`config.mk`:
```
export PLATFORM = sky130hd
export DESIGN_NAME = pwm_capture
export DESIGN_NICKNAME = d
export VERILOG_FILES = /design/src/rtl/pwm_capture_pkg.sv /design/src/rtl/sync_edge_detect.sv /design/src/rtl/pwm_capture.sv
export SDC_FILE = /design/constraint.sdc
export NUM_CORES = 1
export LEC_CHECK = 0
export ABC_AREA = 1
export CORE_MARGIN = 3
export CORE_UTILIZATION = 59
export CTS_CLUSTER_DIAMETER = 200
export DETAILED_ROUTE_END_ITERATION = 10
export PLACE_DENSITY = 0.87
export SLEW_MARGIN = 0
export SYNTH_ARGS = -nofsm -noshare
export SYNTH_HDL_FRONTEND = slang
export SYNTH_HIERARCHICAL = 1
export SYNTH_SLANG_ARGS = --single-unit
```
`constraint.sdc`:
```
create_clock -name clk -period 2.11 [get_ports clk]
set_input_delay 0.5275 -clock clk [delete_from_list [all_inputs] [get_ports clk]]
set_output_delay 0.5275 -clock clk [all_outputs]
set_load 0.02 [all_outputs]
```
`src/rtl/pwm_capture_pkg.sv`:
```
`default_nettype none
// ============================================================================
// Module   : pwm_capture_pkg
// Purpose  : Shared types and default constants for the PWM capture block.
// Revision : 1.0 - initial release
// ============================================================================
package pwm_capture_pkg;

  // Capture FSM: hunting for a frame start, measuring high time, measuring low time
  typedef enum logic [1:0] {
    SEEK = 2'd0,
    HIGH = 2'd1,
    LOW  = 2'd2
  } cap_state_t;

  localparam int CAP_WIDTH  = 8;
  localparam int CAP_PERIOD = 256;
  localparam int CAP_TOL    = 2;

endpackage
`default_nettype wire

```
`src/rtl/sync_edge_detect.sv`:
```
`default_nettype none
// ============================================================================
// Module   : sync_edge_detect
// Purpose  : Two-flop synchronizer for the asynchronous PWM pin, plus a delay
//            flop that turns the synchronized level into rise/fall strobes.
// Revision : 1.0 - initial release
// ============================================================================
module sync_edge_detect (
  input  logic clk,
  input  logic rst,
  input  logic pin,
  output logic s,
  output logic rise,
  output logic fall
);

  logic meta_q;
  logic sync_q;
  logic dly_q;

  // Synchronizer chain followed by the one-cycle delayed copy used for edge detection
  always_ff @(posedge clk or posedge rst) begin
    if (rst) begin
      meta_q <= 1'b0;
      sync_q <= 1'b0;
      dly_q  <= 1'b0;
    end else begin
      meta_q <= pin;
      sync_q <= meta_q;
      dly_q  <= sync_q;
    end
  end

  assign s    = sync_q;
  assign rise = sync_q & ~dly_q;
  assign fall = ~sync_q & dly_q;

endmodule
`default_nettype wire

```
`src/rtl/pwm_capture.sv`:
```
`default_nettype none
// ============================================================================
// Module   : pwm_capture
// Purpose  : Recovers one WIDTH-bit sample per PWM frame from a single wire.
//            Aligns to rising edges, measures high time and frame period,
//            flags malformed frames and tracks lock.
// Revision : 1.0 - initial release
// ============================================================================
module pwm_capture
  import pwm_capture_pkg::*;
#(
  parameter int WIDTH  = CAP_WIDTH,
  parameter int PERIOD = CAP_PERIOD,
  parameter int TOL    = CAP_TOL
) (
  input  logic             clk,
  input  logic             rst,
  input  logic             pwm_in,
  output logic [WIDTH-1:0] sample,
  output logic             sample_valid,
  output logic             frame_err,
  output logic             locked
);

  localparam int CW = WIDTH + 1;
  localparam logic [CW-1:0] C_ONE     = CW'(1);
  localparam logic [CW-1:0] C_MAX     = {CW{1'b1}};
  localparam logic [CW-1:0] C_PER_LO  = CW'(PERIOD - TOL);
  localparam logic [CW-1:0] C_PER_HI  = CW'(PERIOD + TOL);
  // A missing rise is noticed TOL clocks late, so the virtual frame is already TOL+1 old
  localparam logic [CW-1:0] C_RESTART = CW'(TOL + 1);

  logic s;
  logic rise;
  logic fall;

  cap_state_t       state_q, state_d;
  logic [CW-1:0]    per_q, per_d;
  logic [CW-1:0]    hi_q, hi_d;
  logic [WIDTH-1:0] sample_q, sample_d;
  logic             valid_q, valid_d;
  logic             err_q, err_d;
  logic             locked_q, locked_d;

  logic [CW-1:0]    per_inc;
  logic [CW-1:0]    hi_inc;
  logic [WIDTH-1:0] hi_sat;
  logic             per_ok;

  sync_edge_detect u_sync (
    .clk  (clk),
    .rst  (rst),
    .pin  (pwm_in),
    .s    (s),
    .rise (rise),
    .fall (fall)
  );

  assign per_inc = (per_q == C_MAX) ? per_q : per_q + C_ONE;
  assign hi_inc  = (hi_q == C_MAX) ? hi_q : hi_q + C_ONE;
  // Any high time of 2^WIDTH or more has the extra counter bit set and clamps to full scale
  assign hi_sat  = hi_q[WIDTH] ? {WIDTH{1'b1}} : hi_q[WIDTH-1:0];
  assign per_ok  = (per_q >= C_PER_LO) && (per_q <= C_PER_HI);

  // Frame tracking: next state, counters and output strobes
  always_comb begin
    state_d  = state_q;
    per_d    = per_q;
    hi_d     = hi_q;
    sample_d = sample_q;
    valid_d  = 1'b0;
    err_d    = 1'b0;
    locked_d = locked_q;

    case (state_q)
      SEEK: begin
        if (rise) begin
          per_d   = C_ONE;
          hi_d    = C_ONE;
          state_d = HIGH;
        end
      end

      HIGH: begin
        if (fall) begin
          per_d   = per_inc;
          state_d = LOW;
        end else if (per_q == C_PER_HI) begin
          // Pin stuck high: abandon the frame and re-acquire
          err_d    = 1'b1;
          locked_d = 1'b0;
          state_d  = SEEK;
        end else begin
          per_d = per_inc;
          if (s) begin
            hi_d = hi_inc;
          end
        end
      end

      LOW: begin
        if (rise) begin
          if (per_ok) begin
            sample_d = hi_sat;
            valid_d  = 1'b1;
            locked_d = 1'b1;
          end else begin
            err_d    = 1'b1;
            locked_d = 1'b0;
          end
          per_d   = C_ONE;
          hi_d    = C_ONE;
          state_d = HIGH;
        end else if (per_q == C_PER_HI) begin
          // No rise where one was due: treat as a zero-duty frame, keep hi_cnt as is
          if (locked_q) begin
            sample_d = '0;
            valid_d  = 1'b1;
          end
          per_d = C_RESTART;
        end else begin
          per_d = per_inc;
        end
      end

      default: begin
        state_d = SEEK;
      end
    endcase
  end

  // State and output registers
  always_ff @(posedge clk or posedge rst) begin
    if (rst) begin
      state_q  <= SEEK;
      per_q    <= '0;
      hi_q     <= '0;
      sample_q <= '0;
      valid_q  <= 1'b0;
      err_q    <= 1'b0;
      locked_q <= 1'b0;
    end else begin
      state_q  <= state_d;
      per_q    <= per_d;
      hi_q     <= hi_d;
      sample_q <= sample_d;
      valid_q  <= valid_d;
      err_q    <= err_d;
      locked_q <= locked_d;
    end
  end

  assign sample       = sample_q;
  assign sample_valid = valid_q;
  assign frame_err    = err_q;
  assign locked       = locked_q;

endmodule
`default_nettype wire

```
==> results of run 1 <==
-- final cells by class --
type / count / share of cell area, %
clock buffers: 6 / 3.238
clock inverters: 2 / 2.355
inverters: 41 / 6.183
multi-input cells: 206 / 44.26
flip-flops and latches: 34 / 33.37
well taps: 46 / 2.257
repair buffers: 24 / 8.341
-- timing repair --
action | in CTS | in global routing
setup endpoints to repair | 0 | 9
setup buffers | 0 | 6
gates resized for setup | 0 | 5
-- cell usage after synthesis --
| cell type | count |
|---|---|
| xor2_1 | 3 |
| nor2_2 | 4 |
| a21oi_1 | 12 |
| o21ai_2 | 6 |
| inv_2 | 5 |
| nor3_4 | 1 |
| nor3_2 | 2 |
| a21oi_4 | 1 |
| nand2_1 | 84 |
| nand2_4 | 1 |
| buf_6 | 3 |
| clkinv_1 | 1 |
| a22oi_1 | 2 |
| or2_2 | 1 |
| nand2_2 | 5 |
| nand4_1 | 3 |
| inv_1 | 34 |
| a21oi_2 | 1 |
| nand3_1 | 25 |
| nand3_2 | 4 |
| dfrtp_1 | 34 |
| nor3_1 | 2 |
| buf_2 | 1 |
| ha_1 | 8 |
| o21ai_0 | 12 |
| o21ai_1 | 3 |
| nor2_1 | 19 |
| clkinv_2 | 1 |
| clkbuf_1 | 1 |
| o21bai_1 | 2 |
| xnor2_1 | 2 |
| nor2_4 | 3 |
-- cells by family (layout without fill, tap and decap cells) --
family	count (synthesis)	count (layout)	synth area share, %
AOI/OAI and AO/OA	39	39	11.24
xor gates and xnor gates	5	5	2.028
adders and majority gates	8	8	4.635
buffers and inverters	46	73	9.153
DFF	34	34	39.40
and+or+nand+nor	154	154	33.55
-- worst paths after layout --
path	start	endpoint	slack [ps]	depth (start not counted)
min reg2reg	u_sync/meta_q	u_sync/s	360	0
max	hi_q[0]	hi_q[3]	160	12
min in group asynchronous	rst	u_sync/meta_q	440	2
max in group asynchronous	rst	per_q[0]	1160	3
min	u_sync/meta_q	u_sync/s	360	0
max reg2reg	hi_q[0]	hi_q[3]	160	12
-- stage by stage --
step | cell area (µm²) | setup TNS [ps] | hold WS [ps]
2_1_floorplan | 2160 | 0 | 281.1
3_3_place_gp | 2342 | 0 | 334.6
3_5_place_dp | 2342 | 0 | 345.0
4_1_cts | 2485 | 0 | 359.3
5_1_grt | 2550 | -8.732 | 364.7
6_report | 2550 | 0 | 355.9
-- flip-flops by register name (all words and copies together) (netlist names) --
register,flops
sample_valid,1
u_sync/s,1
hi_q,9
u_sync/dly_q,1
frame_err,1
per_q,9
locked,1
u_sync/meta_q,1
sample,8
state_q,2
-- worst reg2reg max path: stages (launching register included) --
cell and delay, ps:
dfrtp_1 420, ha_4 180, nand4_1 110, or2_2 310, nor2_2 80, ha_1 140, inv_1 40, a21oi_1 140
nor3_2 60, nand2_2 90, buf_4 150, nand2_1 60, o21ai_0 80
-- routing by layer --
| metal | track usage, % | part of all wire [%] | vias to the layer above |
|---|---|---|---|
| met4 | 7.614 | 0.96 | 0 |
| li1 | - | - | 959 |
| met3 | 3.541 | 5.3 | 7 |
| met1 | 32.64 | 46 | 907 |
| met2 | 36.06 | 47 | 55 |
| met5 | 0 | 0 | - |
-- power by group through the flow --
stage | logic [W] | clock network [W] | registers, W
2_1_floorplan | 0.000820 | 0 | 0.000794
3_3_place_gp | 0.000939 | 0 | 0.000804
3_5_place_dp | 0.000957 | 0 | 0.000810
4_1_cts | 0.000973 | 0.000754 | 0.000803
5_1_grt | 0.00118 | 0.000776 | 0.000820
6_report | 0.00106 | 0.000746 | 0.000808
==> key figures, run 1 <==
Clocking
  – CTS buffer count: 5
  – CTS clk-pin slew, worst paths: 70 ps
  – CTS tree: done
  – Worst-case clock buffer depth: 2
  – Root buf cell: clkbuf_8
  – Clock H-tree levels: 2
  – Worst-Skew Late Latency: 290 ps
  – CTS Hold Bufs: 0
  – # clock sinks: 34

Route
  – Detail Route Antenna Nets: 0
  – Routed vias/inst: 5.370
  – Drt drc: 0
  – First-pass iteration count of the detailed router: 4
  – Total number of vias: 1928
  – Initial drt markers: 162
  – Drt total wl: 4563 µm
  – Routed len/inst: 12.71 µm

Worst setup path
  – Startpoint types: register
  – Crit-path max cell delay: 420 ps
  – Worst Setup End Kind: register
  – Setup CP Type: reg2reg
  – Max FO, Critical Path: 7
  – Kind of cell adding the most delay to the critical path: simple AND/OR/NAND/NOR gates
  – Slowest cell on crit path: dfrtp_1
  – Crit path DAT: 2150 ps
  – WP data required: 2310 ps
  – CP Buf/Inv Count: 2
  – CP Cell Sequence: ha_4, nand4_1, or2_2, nor2_2, ha_1, inv_1, a21oi_1, nor3_2, nand2_2, buf_4, nand2_1, o21ai_0

Layout
  – Reg area: 850.8 µm²
  – Multi-input logic area: 0.001129 mm²
  – Final #Nets: 323
  – Ratio of cells with drive above 1 in the final layout: 18.21%
  – Layout Utilization: 74.08%
  – Area delta synth->final: 18.08%
  – Final cell count without fillers: 359
  – Most common cell after layout, fill and taps aside: nand2_1
  – Antenna cells: 0
  – Most frequent cells in the layout: nand2_1 (83), inv_1 (34), dfrtp_1 (34)
  – Number of fill cells: 245

Power and ir drop
  – Cell Pwr Density: 1025 mW/mm²
  – Leakage Power: 1.262 nW
  – Int Power: 0.001586 W
  – Switch share: 39.28%
  – Flop pwr share: 30.9%
  – Comb pwr share: 40.5%
  – Clk pwr share: 28.6%
  – NetSw: 0.001026 W
  – Pwr Total: 0.002613 W
  – Worst VDD drop: 0.9600 mV

Die
  – Ports: 14
  – Die area: 0.004422 mm²
  – Die X: 66.50 µm
  – Core area: 0.003442 mm²
  – Die Y: 66.50 µm
  – Initial Util: 62.74%
  – Row Count: 21

GRT
  – Tot GR Track Use: 23.05%
  – Antenna violations before repair: 0
  – Remaining Overflow, GRT: 0
  – Largest net degree at the start of global routing: 32
  – First-pass GRT wire length: 7769 µm
  – Vias in the first global route: 1750

Placed design
  – PortBufs: 13
  – Dpl ws: 159.2 ps
  – HPWL after DPL: 3164 µm
  – DP Cell Count: 345
  – GP Congestion: 0.9045

Timing
  – Final worst-path cycle share: 92.25%
  – Hold Vio Cnt, Final: 0
  – Layout Skew: 9.551 ps
  – Fin crit period: 1946 ps
  – Worst Tran Pin Value: 392.8 ps
  – Slew headroom: 73.81%
  – Final-report max-slew violation count: 0
  – FMAX: 0.5138 GHz
  – Setup violators final: 0
  – Final setup margin: 163.5 ps

Yosys
  – Seq/Total Area, Yosys: 39.40%
  – Avg Cell Area, Syn: 7.551 µm²
  – Synth cell types: 32
  – Ys Warns: 6
  – Synth Instances: 286
  – Net count after synthesis: 297
  – Largest cells by area after synthesis: dfrtp_1 (39%), nand2_1 (15%), inv_1 (5.9%), nand3_1 (5.8%), ha_1 (4.6%)
  – Area leader, netlist: dfrtp_1
  – Synth Register Bits: 34
  – Top cell type's share of synthesized area: 39.40%
  – Cell area after synthesis: 0.002160 mm²

Min path
  – Hold WC Path Type: reg2reg

Flow run
  – Maximum capacitance violations: 0

Run status
  – Run status: completed
Power figures use the tool's default switching activity.
==> run 2, diff against run 1 <==
CORE_ASPECT_RATIO = 0.8   (was default)
CTS_CLUSTER_SIZE = 8   (was default)
==> run 2 against run 1 <==
  * Core utilization is 0.22 points lower
  * Combinational power is 9% lower
  * Global-route usage fell by 0.22 points
  * Final cell count fell by 3.3%
  * Critical endpoint is now hi_q[7]
==> key figures, run 2 (synthesis results as in run 1) <==
Layout
  – Final #Nets: 317 (was 323)
  – Antenna cells: 0 (unchanged)
  – Most common cell after layout, fill and taps aside: nand2_1 (unchanged)
  – Area delta synth->final: 12.46% (was 18.08%)
  – Layout Utilization: 73.86% (was 74.08%)
  – Number of fill cells: 259 (was 245)
  – Ratio of cells with drive above 1 in the final layout: 15.64% (was 18.21%)
  – Most frequent cells in the layout: nand2_1 (84), inv_1 (34), dfrtp_1 (34) (was nand2_1 (83), inv_1 (34), dfrtp_1 (34))

Worst setup path
  – CP Cell Sequence: ha_1, nand4_1, or2_2, nor2_1, ha_1, inv_1, a21oi_1, nor3_2, nand2_2, inv_2, nand3_1, o21ai_2 (was ha_4, nand4_1, or2_2, nor2_2, ha_1, inv_1, a21oi_1, nor3_2, nand2_2, buf_4, nand2_1, o21ai_0)
  – CP Buf/Inv Count: 2 (unchanged)
  – Crit-path max cell delay: 370 ps (was 420 ps)
  – Max FO, Critical Path: 11 (was 7)
  – Worst Setup End Kind: register (unchanged)
  – Kind of cell adding the most delay to the critical path: simple AND/OR/NAND/NOR gates (unchanged)
  – Slowest cell on crit path: dfrtp_1 (unchanged)
  – Levels on crit path: 12 (unchanged)
  – Startpoint types: register (unchanged)
  – WP data required: 2290 ps (was 2310 ps)
  – Crit path DAT: 2130 ps (was 2150 ps)
  – Reg2Reg Depth: 12 (unchanged)
  – Setup CP Type: reg2reg (unchanged)
  – Most frequent CP cell: ha_1

Min path
  – Hold WC Path Type: reg2reg (unchanged)
  – Hold path depth: 0 (unchanged)

Die
  – Die area: 0.004427 mm² (was 0.004422 mm²)
  – Die X: 73.64 µm (was 66.50 µm)
  – Ports: 14 (unchanged)
  – Initial Util: 65.68% (was 62.74%)
  – Core area: 0.003288 mm² (was 0.003442 mm²)
  – Row Count: 18 (was 21)
  – Die Y: 60.12 µm (was 66.50 µm)

Timing
  – Setup violators final: 0 (unchanged)
  – Final-report max-slew violation count: 0 (unchanged)
  – Hold WS: 353.2 ps (was 355.9 ps)
  – Fin Setup TNS: 0 ps (unchanged)
  – Slew headroom: 74.16% (was 73.81%)
  – RSZ-0062 raised after global routing: false
  – FMAX: 0.5115 GHz (was 0.5138 GHz)
  – Fin crit period: 1955 ps (was 1946 ps)
  – Final worst-path cycle share: 92.65% (was 92.25%)
  – Final setup margin: 155.0 ps (was 163.5 ps)
  – Layout Skew: 7.923 ps (was 9.551 ps)
  – Worst Tran Pin Value: 387.7 ps (was 392.8 ps)
  – Hold Vio Cnt, Final: 0 (unchanged)

Route
  – Initial drt markers: 155 (was 162)
  – Routed vias/inst: 5.418 (was 5.370)
  – Drt drc: 0 (unchanged)
  – Total number of vias: 1880 (was 1928)
  – Routed len/inst: 12.79 µm (was 12.71 µm)
  – First-pass iteration count of the detailed router: 4 (unchanged)
  – Drt total wl: 4437 µm (was 4563 µm)
  – Detail Route Antenna Nets: 0 (unchanged)

Clocking
  – CTS buffer count: 5 (unchanged)
  – # clock sinks: 34 (unchanged)
  – CTS Hold Bufs: 0 (unchanged)
  – Post-CTS Setup Bufs: 0 (unchanged)
  – Gates resized, CTS repair: 0 (unchanged)
  – Worst-case clock buffer depth: 2 (unchanged)
  – Worst-Skew Late Latency: 290 ps (about the same)
  – Root buf cell: clkbuf_8 (unchanged)
  – Clock H-tree levels: 2 (unchanged)
  – CTS clk-pin slew, worst paths: 70 ps (about the same)
  – CTS tree: done (unchanged)

Power and ir drop
  – Comb pwr share: 42.5% (was 40.5%)
  – NetSw: 0.0009800 W (was 0.001026 W)
  – Clk pwr share: 21.5% (was 28.6%)
  – Pwr Total: 0.002272 W (was 0.002613 W)
  – Leakage Power: 1.206 nW (was 1.262 nW)
  – Worst VDD drop: 0.7722 mV (was 0.9600 mV)
  – Flop pwr share: 36.1% (was 30.9%)
  – Cell Pwr Density: 935.4 mW/mm² (was 1025 mW/mm²)
  – Switch share: 43.14% (was 39.28%)
  – Int Power: 0.001292 W (was 0.001586 W)

GRT
  – Remaining Overflow, GRT: 0 (unchanged)
  – First-pass GRT wire length: 7755 µm (was 7769 µm)
  – Vias in the first global route: 1747 (was 1750)
  – Tot GR Track Use: 22.84% (was 23.05%)
  – Antenna violations before repair: 0 (unchanged)
  – Largest net degree at the start of global routing: 32 (unchanged)

Placed design
  – PortBufs: 13 (unchanged)
  – Dpl ws: 165.4 ps (was 159.2 ps)
  – GP Congestion: 0.8709 (was 0.9045)
  – HPWL after DPL: 3304 µm (was 3164 µm)

Run status
  – Run status: completed (unchanged)

Flow run
  – Maximum capacitance violations: 0 (unchanged)
## run 2: final timing paths
path | slack (ps) | from | end
worst max-delay path | 150 | hi_q[0] | hi_q[7]
worst min-delay path | 350 | u_sync/meta_q | u_sync/s
worst max register to register | 150 | hi_q[0] | hi_q[7]
worst min register to register | 350 | u_sync/meta_q | u_sync/s
max in group asynchronous | 1190 | rst | per_q[7]
min in group asynchronous | 430 | rst | u_sync/meta_q
## run 2: power by group through the flow
stage,logic [W],clock network (W),registers [W]
2_1_floorplan,0.000820,0,0.000794
3_3_place_gp,0.000919,0,0.000825
3_5_place_dp,0.000943,0,0.000830
4_1_cts,0.000951,0.000497,0.000817
5_1_grt,0.00109,0.000524,0.000832
6_report,0.000965,0.000487,0.000819
## run 2: cell type report
cell class / instances / area [µm²] / share of cell area, %
Clock buffer: 7 / 86.33 / 3.555
Clock inverter: 1 / 5.005 / 0.2061
Inverter: 41 / 155.1 / 6.388
Multi-Input combinational cell: 206 / 1114 / 45.85
Sequential cell: 34 / 850.8 / 35.03
Tap cell: 40 / 50.05 / 2.061
Timing Repair Buffer: 18 / 167.7 / 6.904
## run 2: per-layer routing
metal / up-vias / track usage [%] / share of wire, %
met3: 6 / 5.714 / 8.2
li1: 955 / - / -
met1: 847 / 32.67 / 50
met4: 0 / 8.010 / 0.77
met5: - / 0 / 0
met2: 72 / 33.46 / 41
## run 2: metrics by stage
step | std cells | cell area, µm²
after floorplan | 286 | 2160
after global placement | 339 | 2335
after detailed placement | 339 | 2335
after CTS | 347 | 2426
after global routing | 347 | 2429
final | 347 | 2429
